--- config.mk ---
export PLATFORM = sky130hd
export DESIGN_NAME = load_store_unit
export DESIGN_NICKNAME = d
export VERILOG_FILES = /design/src/rtl/load_store_unit.sv
export SDC_FILE = /design/constraint.sdc
export NUM_CORES = 1
export LEC_CHECK = 0
export CELL_PAD_IN_SITES_DETAIL_PLACEMENT = 0
export CELL_PAD_IN_SITES_GLOBAL_PLACEMENT = 1
export CORE_ASPECT_RATIO = 0.8
export CORE_MARGIN = 2
export CORE_UTILIZATION = 33
export CTS_CLUSTER_SIZE = 14
export DETAILED_ROUTE_END_ITERATION = 8
export PLACE_DENSITY_LB_ADDON = 0.1
export SLEW_MARGIN = 30
export SYNTH_ARGS = -nofsm -noshare
export SYNTH_HDL_FRONTEND = slang
export SYNTH_SLANG_ARGS = --single-unit
--- constraint.sdc ---
create_clock -name Clock -period 2.6 [get_ports Clock]
set_input_delay 0.65 -clock Clock [delete_from_list [all_inputs] [get_ports Clock]]
set_output_delay 0.65 -clock Clock [all_outputs]
set_load 0.005 [all_outputs]
--- src/rtl/load_store_unit.sv ---
// load_store_unit: single-request byte/half/word load-store engine in front of a word-wide memory
// with read-modify-write for sub-word stores and misalignment rejection.
module load_store_unit #(
  parameter int ADDR_WIDTH  = 32,
  parameter bit CHECK_ALIGN = 1'b1
) (
  input  logic                  Clock,
  input  logic                  ResetN,
  input  logic                  Request,
  output logic                  Ready,
  input  logic                  Write,
  input  logic [1:0]            Size,
  input  logic                  Signed,
  input  logic [ADDR_WIDTH-1:0] Address,
  input  logic [31:0]           StoreData,
  output logic                  Done,
  output logic [31:0]           LoadData,
  output logic                  Misaligned,
  output logic [ADDR_WIDTH-1:0] MemAddress,
  output logic [31:0]           MemDataOut,
  output logic                  MemEnableWrite,
  input  logic [31:0]           MemDataIn
);
  typedef enum logic [1:0] {IDLE, READ, WRITE, RESP} state_t;
  state_t state, next;
  logic wr_q, sgn_q, mis_q, accept, bad;
  logic [1:0] size_q;
  logic [ADDR_WIDTH-1:0] addr_q;
  logic [31:0] wdata_q, load_q, shifted, ext, mask, merged;
  assign accept = Request && state == IDLE;
  assign bad = Size == 2'b11 || (CHECK_ALIGN && ((Size == 2'b01 && Address[0]) || (Size == 2'b10 && Address[1:0] != 2'b00)));
  always_comb begin
    next = state == IDLE  ? (accept ? (bad ? RESP : (Write && Size == 2'b10) ? WRITE : READ) : IDLE) :
           state == READ  ? (wr_q ? WRITE : RESP) :
           state == WRITE ? RESP : IDLE;
  end
  // Half lanes use only A[1], so with CHECK_ALIGN=0 the ignored low bits fall out naturally.
  always_comb begin
    shifted = size_q == 2'b00 ? MemDataIn >> {addr_q[1:0], 3'b000} :
              size_q == 2'b01 ? MemDataIn >> {addr_q[1], 4'b0000} : MemDataIn;
    ext     = size_q == 2'b00 ? {{24{sgn_q & shifted[7]}}, shifted[7:0]} :
              size_q == 2'b01 ? {{16{sgn_q & shifted[15]}}, shifted[15:0]} : shifted;
    mask    = size_q == 2'b00 ? 32'h0000_00FF << {addr_q[1:0], 3'b000} : 32'h0000_FFFF << {addr_q[1], 4'b0000};
    merged  = (MemDataIn & ~mask) | ((size_q == 2'b00 ? {4{wdata_q[7:0]}} : {2{wdata_q[15:0]}}) & mask);
  end
  always_ff @(posedge Clock or negedge ResetN) begin
    if (!ResetN) begin
      state   <= IDLE;
      wr_q    <= 1'b0;
      sgn_q   <= 1'b0;
      size_q  <= 2'b00;
      addr_q  <= '0;
      wdata_q <= '0;
      load_q  <= '0;
      mis_q   <= 1'b0;
    end else begin
      state <= next;
      if (accept) begin
        wr_q    <= Write;
        size_q  <= Size;
        sgn_q   <= Signed;
        addr_q  <= Address;
        wdata_q <= StoreData;
      end
      if (state == READ && wr_q) wdata_q <= merged;
      if (next == RESP) begin
        load_q <= (state == READ && !wr_q) ? ext : 32'h0;
        mis_q  <= state == IDLE;
      end
    end
  end
  assign Ready          = state == IDLE;
  assign Done           = state == RESP;
  assign MemEnableWrite = state == WRITE;
  assign MemAddress     = {addr_q[ADDR_WIDTH-1:2], 2'b00};
  assign MemDataOut     = wdata_q;
  assign LoadData       = load_q;
  assign Misaligned     = mis_q;
endmodule

==> impl_summary.txt, run 1 <==
----------------------------------------------------
[Routing]
  Vias ... roughly 5000
  Aggregate routed wire length ... 18600 um
  Met3 routed WL ... 961 um
  Average wire length per cell after detail routing ... 19.3 um
  Post-detailed-route count of antenna-violating nets ... 0
  First-pass iteration count of the detailed router ... 4
  Total length of routed met2 wires ... 8580 um
  Drt first-iter violations ... 275
  Highest signal layer in the routed design ... met4
  Sum of routed wire segments on met1 ... 8760 um
  Vias/cell ... around 5.1
  Total DRC errors in the routed layout ... 0

[Setup path]
  Worst EP arrival ... 1.69 ns
  Slowest cell on the critical path ... sky130_fd_sc_hd__clkdlybuf4s50_1
  Critical Path Source Type ... register
  Sequence of cells on the critical path ... inv_1, ha_1, clkdlybuf4s50_1
  Largest fanout on the critical path ... 6
  Startpoint of the most critical register-to-register path ... addr_q[1]
  Cell class contributing the biggest share of worst-path delay ... buffers and inverters
  Type of destination of the critical path ... output port
  Total stage count of the critical path ... 3
  R2R depth ... 4
  WS Path Type ... register to output port
  Buffers plus inverters on the worst setup path ... 2
  Data required, critical path ... 1.95 ns
  Maximum single-stage delay on the critical path ... 0.55 ns
  Worst setup startpoint ... state[0]

[Synth]
  Ranking of synthesized cells by area ... sky130_fd_sc_hd__dfrtp_1 (46%), sky130_fd_sc_hd__nand2_1 (9.8%), sky130_fd_sc_hd__mux2_2 (4.8%)
  YS warnings ... 0
  Cell type with the highest aggregate area in the netlist ... sky130_fd_sc_hd__dfrtp_1
  Fraction of synthesized cell area taken by the top area cell type ... 46.2%
  Number of synthesized flops with an enable pin ... 0
  Ys async rst share ... 100%
  Post-synth cell types ... 44
  Top cell types by occurrence after synthesis ... sky130_fd_sc_hd__nand2_1 (146), sky130_fd_sc_hd__dfrtp_1 (103), sky130_fd_sc_hd__buf_4 (32)
  Cell area after synthesis ... 5580 um^2
  Flip-flop and latch count after synthesis ... 103
  Most used flip-flop cell after synthesis ... sky130_fd_sc_hd__dfrtp_1
  Average cell area after synthesis ... 9.58 um^2
  Part of the Yosys area used for sequential elements ... 46.2%
  Most numerous cell in the Yosys netlist ... sky130_fd_sc_hd__nand2_1
  Gate count after technology mapping ... 582

[Worst hold path]
  Worst hold-check path type ... primary input to async pin

[Global route]
  Largest net degree at the start of global routing ... 82
  Vias in the first global route ... 5212
  Antenna violations before repair ... 0
  Global route total overflow ... 0
  Overall global routing resource usage ... between 20% and 30%
  Wire length of the first global-routing pass ... between 20000 and 30000 um

[Cells and area]
  Layout Utilization ... 48.0%
  Synth-to-Final Area Change ... 42.4%
  Fin area ... 7940 um^2
  Number of nets in the final layout ... roughly 850
  Ratio of cells with drive above 1 in the final layout ... about a tenth
  Antenna diode instance count ... 0

[Clock tree]
  Clock slew at reported path FFs ... approximately 0.07 ns
  CTS tree ... built
  TritonCTS sink count ... 103
  Cell chosen for the clock root ... sky130_fd_sc_hd__clkbuf_16
  Hold-fix buffers, CTS ... 0
  Insertion delay of the later-clocked pin in the worst-skew pair ... approximately 0.36 ns
  Post-cts repair resize count ... 0
  Number of buffers inserted during clock tree synthesis ... 9
  Maximum buffer depth of the clock tree ... 2
  Count of H-tree levels built during CTS ... 3
  Number of buffers inserted to repair setup after CTS ... 0

[STA]
  Setup repair after global routing missed its margin ... false
  Max transition margin ... 49.2%
  Final count of negative-setup-slack endpoints ... 0
  Worst hold margin ... 0.184 ns
  Final hold vios ... 0
  Final WS setup ... between 0.2 and 0.3 ns
  Period utilisation layout ... 89.9%
  Tmin final ... 2.34 ns
  Max Clock Freq ... 428 MHz
  Worst Max-Slew Pin Slew ... 0.762 ns
  Post-Route Skew ... 0.00639 ns
  Number of slew-limit violations in the final report ... 0
  Setup Total Neg Slack ... 0 ns

[Place]
  Placed instance area ... about 7600 um^2
  Gpl congestion ... 0.840
  HPWL after detailed placement ... 13700 um
  Number of input and output port buffers inserted ... 200
  Worst slack at placement ... between 0.15 and 0.2 ns

[Floorplan]
  Core region area ... ~17000 um^2
  Starting Density ... between 30% and 40%
  Die width ... 149 um
  Height of the die ... 120 um
  Count of pins on the block boundary ... ~200
  Std cell rows ... between 40 and 50
  Total die area ... approximately 18000 um^2

[Pwr]
  Power density relative to cell area ... between 1000 and 1500 nW/um^2
  Static leakage power ... approximately 3.5 nW
  Worst IR Drop VDD ... 0.412 mV

[Outcome]
  Result of the run ... finished, final reports clean

[Flow run]
  Max-cap violations ... 0

----------------------------------------------------
## metrics by stage
step	cells	total power [mW]
2_1_floorplan	583	5.79
3_3_place_gp	951	7.96
3_5_place_dp	951	8.02
4_1_cts	967	9.49
5_1_grt	967	10.1
6_report	967	9.40
## report_power, final
part | internal, mW | total [mW] | switching, mW
clock network | 0.777 | 1.41 | 0.637
registers | 2.38 | 2.91 | 0.531
logic | 2.70 | 5.07 | 2.38
total | 5.85 | 9.40 | 3.54
## path summary, 6_finish.rpt
check | endpoint | slack, ns
max reg2reg | LoadData[5] | 0.37
min in group Clock | addr_q[20] | 0.47
min reg2reg | addr_q[20] | 0.47
min | LoadData[18] | 0.18
max in group asynchronous | MemDataOut[16] | 1.64
max | Ready | 0.26
## worst reg2reg max path, stage by stage (launching register included)
cell and delay [ns]:
sky130_fd_sc_hd__dfrtp_1 0.45, sky130_fd_sc_hd__clkinv_1 0.64, sky130_fd_sc_hd__a2111oi_0 0.62, sky130_fd_sc_hd__a211oi_1 0.14, sky130_fd_sc_hd__mux2_2 0.28
## cell usage in the layout, fill, tap and decap left out, types with 2 or more instances in the layout
cell type                         Yosys  routed
sky130_fd_sc_hd__a2111oi_0            7       7
sky130_fd_sc_hd__a211oi_1            15      15
sky130_fd_sc_hd__a21boi_0             2       2
sky130_fd_sc_hd__a221o_1              8       8
sky130_fd_sc_hd__a221oi_1            10      10
sky130_fd_sc_hd__a22o_1              15      15
sky130_fd_sc_hd__a2bb2oi_1            7       7
sky130_fd_sc_hd__a31oi_1             16      16
sky130_fd_sc_hd__and2_1               9       8
sky130_fd_sc_hd__and3_1              16      16
sky130_fd_sc_hd__buf_12               0       2
sky130_fd_sc_hd__buf_4               32      24
sky130_fd_sc_hd__clkbuf_16            0       9
sky130_fd_sc_hd__clkdlybuf4s50_1      0     199
sky130_fd_sc_hd__clkinv_1             2       2
sky130_fd_sc_hd__clkinvlp_4           0       2
sky130_fd_sc_hd__conb_1               1       2
sky130_fd_sc_hd__dfrtp_1            103     103
sky130_fd_sc_hd__ha_1                 4       4
sky130_fd_sc_hd__inv_1               11      11
sky130_fd_sc_hd__mux2_2              24      24
sky130_fd_sc_hd__mux2i_1             19      19
sky130_fd_sc_hd__nand2_1            146     144
sky130_fd_sc_hd__nand2_2              0       2
sky130_fd_sc_hd__nand2b_1             2       2
sky130_fd_sc_hd__nor2_1               3       3
sky130_fd_sc_hd__nor2b_1              3       3
sky130_fd_sc_hd__nor3_1               5       5
sky130_fd_sc_hd__o21ai_0             15      15
sky130_fd_sc_hd__o21ai_1              2       2
sky130_fd_sc_hd__o221ai_1             8       7
sky130_fd_sc_hd__o22ai_1             16      16
sky130_fd_sc_hd__o2bb2ai_1           25      25
## state kept, by name, indices dropped and copies added (netlist names), named ones only
name and count:
LoadData 32, MemDataOut 24, Misaligned 1, addr_q 32
sgn_q 1, size_q 2, state 2, wr_q 1
## cell type report
| class | instances | area, um^2 |
|---|---|---|
| repair buffers | 225 | 2210 |
| inverters | 13 | 48.8 |
| flip-flops and latches | 103 | 2580 |
| clock buffers | 10 | 239 |
| clock inverters | 6 | 67.6 |
| well taps | 220 | 275 |
| fillers | 1554 | 8620 |
| multi-input cells | 390 | 2520 |
## per-layer routing
metal | vias to the layer above | global-route usage (%)
li1 | 2377 | -
met1 | 2399 | 29.1
met2 | 164 | 33.2
met3 | 22 | 5.06
met4 | 0 | 5.95
met5 | - | 0
## cell families (layout without fill, tap and decap cells)
kind of cell | after synthesis | count (layout) | synth area share, %
simple gates | 190 | 190 | 14.7
compound gates | 151 | 151 | 21.0
flops | 103 | 103 | 46.2
buf+inv | 90 | 254 | 8.91
mux | 43 | 43 | 8.26
fa+ha+maj | 4 | 4 | 0.898
other cells | 1 | 2 | 0.0673
(Power assumes the default switching activity.)
==> run 2: changes to the inputs <==
--- a/config.mk
+++ b/config.mk
@@ -5,10 +5,11 @@
 export SDC_FILE = /design/constraint.sdc
 export NUM_CORES = 1
 export LEC_CHECK = 0
+export CAP_MARGIN = 20
 export CELL_PAD_IN_SITES_DETAIL_PLACEMENT = 0
 export CELL_PAD_IN_SITES_GLOBAL_PLACEMENT = 1
 export CORE_ASPECT_RATIO = 0.8
-export CORE_MARGIN = 2
+export CORE_MARGIN = 4
 export CORE_UTILIZATION = 33
 export CTS_CLUSTER_SIZE = 14
 export DETAILED_ROUTE_END_ITERATION = 8
==> run 2 against run 1 <==
  * Core utilization up 0.38 points
  * Clock-buffer cell count up 2
  * Worst setup slack worse by 0.097 ns
  * Clock power up 13%
  * Largest cell class unchanged
  * Non-clock buffer count up 3
==> impl_summary.txt, run 2 (synthesized netlist as in run 1, its figures left out) <==
----------------------------------------------------
[Pwr]
  Static leakage power ... ~3.5 nW
  Worst IR Drop VDD ... 0.468 mV
  Power density relative to cell area ... 1190 nW/um^2

[Global route]
  Antenna violations before repair ... 2
  Vias in the first global route ... around 5200
  Met3 usage ... 5.45%
  Wire length of the first global-routing pass ... 29600 um
  Overall global routing resource usage ... 19.5%
  Largest net degree at the start of global routing ... 54
  Global Route met2 Usage ... 31.6%
  Layer with the highest usage ... met2
  Global route total overflow ... 0
  Met1 demand-to-capacity share in global routing ... 25.7%

[Clock tree]
  CTS tree ... built
  Clock slew at reported path FFs ... about 0.07 ns
  Number of buffers inserted during clock tree synthesis ... 9
  Number of buffers inserted to repair setup after CTS ... 0
  Insertion delay of the later-clocked pin in the worst-skew pair ... 0.35 ns
  Maximum buffer depth of the clock tree ... 2
  Count of H-tree levels built during CTS ... 3
  Post-cts repair resize count ... 0
  TritonCTS sink count ... 103
  Cell chosen for the clock root ... sky130_fd_sc_hd__clkbuf_16
  Hold-fix buffers, CTS ... 0

[Cells and area]
  Ratio of cells with drive above 1 in the final layout ... between 10% and 20%
  Synth-to-Final Area Change ... 43.5%
  Number of nets in the final layout ... 852
  Antenna diode instance count ... 0
  Fin area ... 8000 um^2
  Most common cell after layout, fill and taps aside ... sky130_fd_sc_hd__clkdlybuf4s50_1
  Top library cells by usage in the layout, fill and taps aside ... sky130_fd_sc_hd__clkdlybuf4s50_1 (199), sky130_fd_sc_hd__nand2_1 (144), sky130_fd_sc_hd__dfrtp_1 (103), sky130_fd_sc_hd__buf_4 (27), sky130_fd_sc_hd__o2bb2ai_1 (25)

[Setup path]
  Type of destination of the critical path ... register
  Largest fanout on the critical path ... 17
  Slowest cell on the critical path ... sky130_fd_sc_hd__o21ai_1
  Startpoint of the most critical register-to-register path ... size_q[1]
  Sequence of cells on the critical path ... buf_4, or2_1, o21ai_1, a221oi_1, a31oi_1
  Data required, critical path ... 2.87 ns
  Maximum single-stage delay on the critical path ... just under 0.8 ns
  Worst EP arrival ... 2.70 ns
  Setup slack, reg-to-reg ... 0.17 ns
  Critical Path Source Type ... register
  R2R depth ... 5
  WS Path Type ... register to register
  Worst r2r dst ... MemDataOut[30]

[Routing]
  Aggregate routed wire length ... approximately 19000 um
  Drt first-iter violations ... roughly 310
  Vias/cell ... approximately 5.2
  Vias ... 5057
  Post-detailed-route count of antenna-violating nets ... 0
  Total DRC errors in the routed layout ... 0
  Average wire length per cell after detail routing ... 19.4 um
  First-pass iteration count of the detailed router ... 5

[STA]
  Max transition margin ... 44.2%
  Post-Route Skew ... 0.0105 ns
  Final count of negative-setup-slack endpoints ... 0
  Setup repair after global routing missed its margin ... false
  Tmin final ... 2.43 ns
  Max Clock Freq ... 411 MHz
  Setup Total Neg Slack ... 0 ns
  Period utilisation layout ... 93.6%
  Number of slew-limit violations in the final report ... 0
  Final WS setup ... ~0.17 ns
  Final hold vios ... 0
  Worst Max-Slew Pin Slew ... 0.831 ns

[Place]
  Number of input and output port buffers inserted ... 200
  Gpl congestion ... 0.808
  Placed instance area ... about 7700 um^2
  HPWL after detailed placement ... 14000 um
  Worst slack at placement ... 0.217 ns

[Floorplan]
  Core region area ... 16600 um^2
  Std cell rows ... 42
  Height of the die ... about 120 um
  Starting Density ... 33.7%
  Die width ... 153 um
  Count of pins on the block boundary ... around 200
  Total die area ... 19100 um^2

[Outcome]
  Result of the run ... finished, final reports clean

[Worst hold path]
  Worst hold-check path type ... primary input to async pin

[Flow run]
  Max-cap violations ... 0

----------------------------------------------------
==> run 2: cell types whose count changed in the layout (fill, tap and decap cells not counted), sizes merged <==
cell / before / now
clkbuf: 10 / 12
inv: 12 / 11
bufinv: 1 / 3
clkinv: 4 / 2
buf: 26 / 29
clkinvlp: 2 / 0
==> run 2: per-stage QoR <==
step           std cells  hold slack, ns  power (mW)  util (%)
3_5_place_dp         954           0.461        8.03      46.2
2_1_floorplan        583           0.354        5.79         -
6_report             969           0.184        9.56      48.3
4_1_cts              969           0.182        9.67      48.3
3_3_place_gp         954           0.458        7.94      46.2
5_1_grt              969           0.196        10.2      48.3
==> run 2: worst max-delay path by stage <==
stage / start / end / slack (ns)
final: size_q[1] / MemDataOut[30] / 0.17
after global routing: size_q[1] / MemDataOut[30] / 0.11
after CTS: size_q[1] / MemDataOut[30] / 0.25
after detailed placement: Request / register / 0.22
after global placement: Size[0] / LoadData[5] / 0.24
after floorplan: state[0] / LoadData[4] / 0.74
==> run 2: per-layer routing <==
layer  share of wire (%)  up-vias
met3                 7.4       27
met4                 1.8        4
met5                0.13        -
met1                  44     2460
li1                    -     2383
met2                  47      183
==> run 2: where the power goes <==
| part | internal (mW) | switching [mW] | total (mW) |
|---|---|---|---|
| registers | 2.38 | 0.500 | 2.88 |
| clock network | 0.990 | 0.599 | 1.59 |
| logic | 2.71 | 2.38 | 5.09 |
| total | 6.08 | 3.48 | 9.56 |
==> run 2: layout make-up <==
| class | count | area [um^2] |
|---|---|---|
| Clock buffer | 12 | 256 |
| Clock inverter | 3 | 90.1 |
| Tap cell | 220 | 275 |
| Multi-Input combinational cell | 390 | 2520 |
| Fill cell | 1596 | 8550 |
| Inverter | 13 | 48.8 |
| Timing Repair Buffer | 228 | 2230 |
| Sequential cell | 103 | 2580 |
==> run 2: critical path, delay by kind of cell, from the launching register on <==
kind	cells	cell delay (ns)
AOI/OAI and AO/OA	3	1.24
buffers and inverters	1	0.20
DFF	1	0.38
and+or+nand+nor	1	0.53
==> run 3: changes to the inputs <==
--- a/config.mk
+++ b/config.mk
@@ -13,7 +13,7 @@
 export CORE_UTILIZATION = 33
 export CTS_CLUSTER_SIZE = 14
 export DETAILED_ROUTE_END_ITERATION = 8
-export PLACE_DENSITY_LB_ADDON = 0.1
+export PLACE_DENSITY = 0.84
 export SLEW_MARGIN = 30
 export SYNTH_ARGS = -nofsm -noshare
 export SYNTH_HDL_FRONTEND = slang
==> run 3 against run 2 <==
  * Worst setup slack better by 0.098 ns
  * Clock skew decreased by 0.0017 ns
  * Final cell count up 0.10%
  * Maximum frequency increased by 4.2%
  * Register-to-register slack improved by 0.19 ns
  * Sequential power up 3%
  * Sequential share of layout area up 0.091 points
  * Non-clock buffer count increased by 1
  * Clock-buffer cell count fell by 3
  * Total power fell by 1.0%
  * Largest cell class unchanged
  * Highest routed layer is now met4
==> impl_summary.txt, run 3 (synthesized netlist as in run 1, its figures left out) <==
----------------------------------------------------
[Routing]
  Average wire length per cell after detail routing ... around 20 um
  Vias/cell ... ~5.3
  Total DRC errors in the routed layout ... 0
  First-pass iteration count of the detailed router ... 5
  Aggregate routed wire length ... approximately 19000 um
  Vias ... approximately 5200
  Post-detailed-route count of antenna-violating nets ... 0
  Drt first-iter violations ... approximately 340

[Setup path]
  Worst EP arrival ... 1.69 ns
  Setup slack, reg-to-reg ... ~0.36 ns
  Critical Path Source Type ... register
  Data required, critical path ... 1.95 ns
  Largest fanout on the critical path ... 6
  Type of destination of the critical path ... output port
  WS Path Type ... register to output port
  R2R depth ... 4
  Startpoint of the most critical register-to-register path ... size_q[1]
  Worst r2r dst ... MemDataOut[27]

[Pwr]
  Proportion of power drawn by flip-flops and latches ... between 30% and 40%
  Net switching share of the total power ... 38.0%
  Internal power summed over all cells ... 5.87 mW
  Worst IR Drop VDD ... ~0.48 mV
  Combinational Power Share ... a little over half
  Clock power share ... about 14%
  Static leakage power ... between 3 and 4 nW
  Power density relative to cell area ... 1190 nW/um^2
  Net load switching power ... 3.59 mW

[Cells and area]
  Number of nets in the final layout ... around 850
  Fillcell total ... 1542
  Synth-to-Final Area Change ... 43.1%
  Layout Utilization ... 48.2%
  Most common cell after layout, fill and taps aside ... sky130_fd_sc_hd__clkdlybuf4s50_1
  Count of non-filler cells in the finished layout ... between 900 and 1000
  Antenna diode instance count ... 0
  Ratio of cells with drive above 1 in the final layout ... 10.0%
  Top library cells by usage in the layout, fill and taps aside ... sky130_fd_sc_hd__clkdlybuf4s50_1 (199), sky130_fd_sc_hd__nand2_1 (145), sky130_fd_sc_hd__dfrtp_1 (103), sky130_fd_sc_hd__o2bb2ai_1 (25), sky130_fd_sc_hd__buf_4 (25)

[STA]
  Worst Max-Slew Pin Slew ... a little over 0.7 ns
  Final count of negative-setup-slack endpoints ... 0
  Max transition margin ... about half
  Final hold vios ... 0
  Setup Total Neg Slack ... 0 ns
  Number of slew-limit violations in the final report ... 0
  Post-Route Skew ... 0.00881 ns
  Worst hold margin ... 0.303 ns
  Max Clock Freq ... 428 MHz
  Setup repair after global routing missed its margin ... false
  Period utilisation layout ... between 80 and 90%
  Tmin final ... ~2.3 ns

[Floorplan]
  Std cell rows ... 42
  Count of pins on the block boundary ... 203
  Height of the die ... 124 um
  Core region area ... 16600 um^2
  Die width ... 153 um
  Total die area ... 19100 um^2
  Starting Density ... between 30% and 40%

[Clock tree]
  Cell chosen for the clock root ... sky130_fd_sc_hd__clkbuf_16
  Post-cts repair resize count ... 0
  TritonCTS sink count ... 103
  Clock slew at reported path FFs ... 0.06 ns
  Number of buffers inserted to repair setup after CTS ... 0
  CTS tree ... built
  Number of buffers inserted during clock tree synthesis ... 9
  Count of H-tree levels built during CTS ... 3
  Insertion delay of the later-clocked pin in the worst-skew pair ... 0.36 ns
  Maximum buffer depth of the clock tree ... 2
  Hold-fix buffers, CTS ... 0

[Global route]
  Vias in the first global route ... about 5400
  Global route total overflow ... 0
  Overall global routing resource usage ... 20.2%
  Largest net degree at the start of global routing ... 59
  Antenna violations before repair ... 0
  Wire length of the first global-routing pass ... 30700 um

[Place]
  Placed cell count ... 955
  Number of input and output port buffers inserted ... 200
  HPWL after detailed placement ... about 14000 um
  Gpl congestion ... 0.845

[Flow run]
  Max-cap violations ... 0

[Outcome]
  Result of the run ... finished, final reports clean

[Worst hold path]
  Worst hold-check path type ... primary input to async pin

----------------------------------------------------
==> run 3: worst max-delay path by stage <==
stage	end	cells past startpoint	start	slack [ns]
after floorplan	LoadData[4]	6	state[0]	0.74
after global placement	LoadData[6]	5	Size[0]	0.26
after detailed placement	size_q[1]	4	Request	0.18
after CTS	Ready	3	state[0]	0.24
after global routing	Ready	3	state[0]	0.17
final	Ready	3	state[0]	0.26
==> run 3: power groups by stage <==
stage	registers (mW)	logic [mW]	clock network [mW]
global route	3.06	5.58	1.45
global placement	2.96	5.02	0
CTS	2.97	5.15	1.39
finish	2.97	5.14	1.35
floorplan	2.84	2.96	0
detailed placement	2.97	5.13	0
==> run 3: final cells by class <==
type,instances,area [um^2],area share (%)
flip-flops and latches,103,2580,32.3
multi-input cells,390,2510,31.4
repair buffers,229,2280,28.6
well taps,220,275,3.45
clock buffers,9,225,2.82
clock inverters,6,62.6,0.784
inverters,13,48.8,0.612
==> run 3: layer usage <==
| metal | GRT usage, % | up-vias | share of wire (%) |
|---|---|---|---|
| met5 | 0 | - | 0 |
| met4 | 7.44 | 0 | 2.9 |
| met3 | 5.42 | 37 | 7.8 |
| met2 | 31.3 | 258 | 45 |
| met1 | 27.3 | 2504 | 44 |
| li1 | - | 2390 | - |
==> run 3: critical path: stages, from the launching register on <==
cell and delay, ns:
sky130_fd_sc_hd__dfrtp_1 0.40, sky130_fd_sc_hd__inv_1 0.09, sky130_fd_sc_hd__ha_1 0.28, sky130_fd_sc_hd__clkdlybuf4s50_1 0.57
==> run 3: per-stage QoR <==
stage	setup slack [ns]	power (mW)	instance area (um^2)
finish	0.264	9.46	7980
global route	0.172	10.1	7980
CTS	0.240	9.51	7980
detailed placement	0.182	8.11	7690
global placement	0.256	7.98	7690
floorplan	0.743	5.79	5580
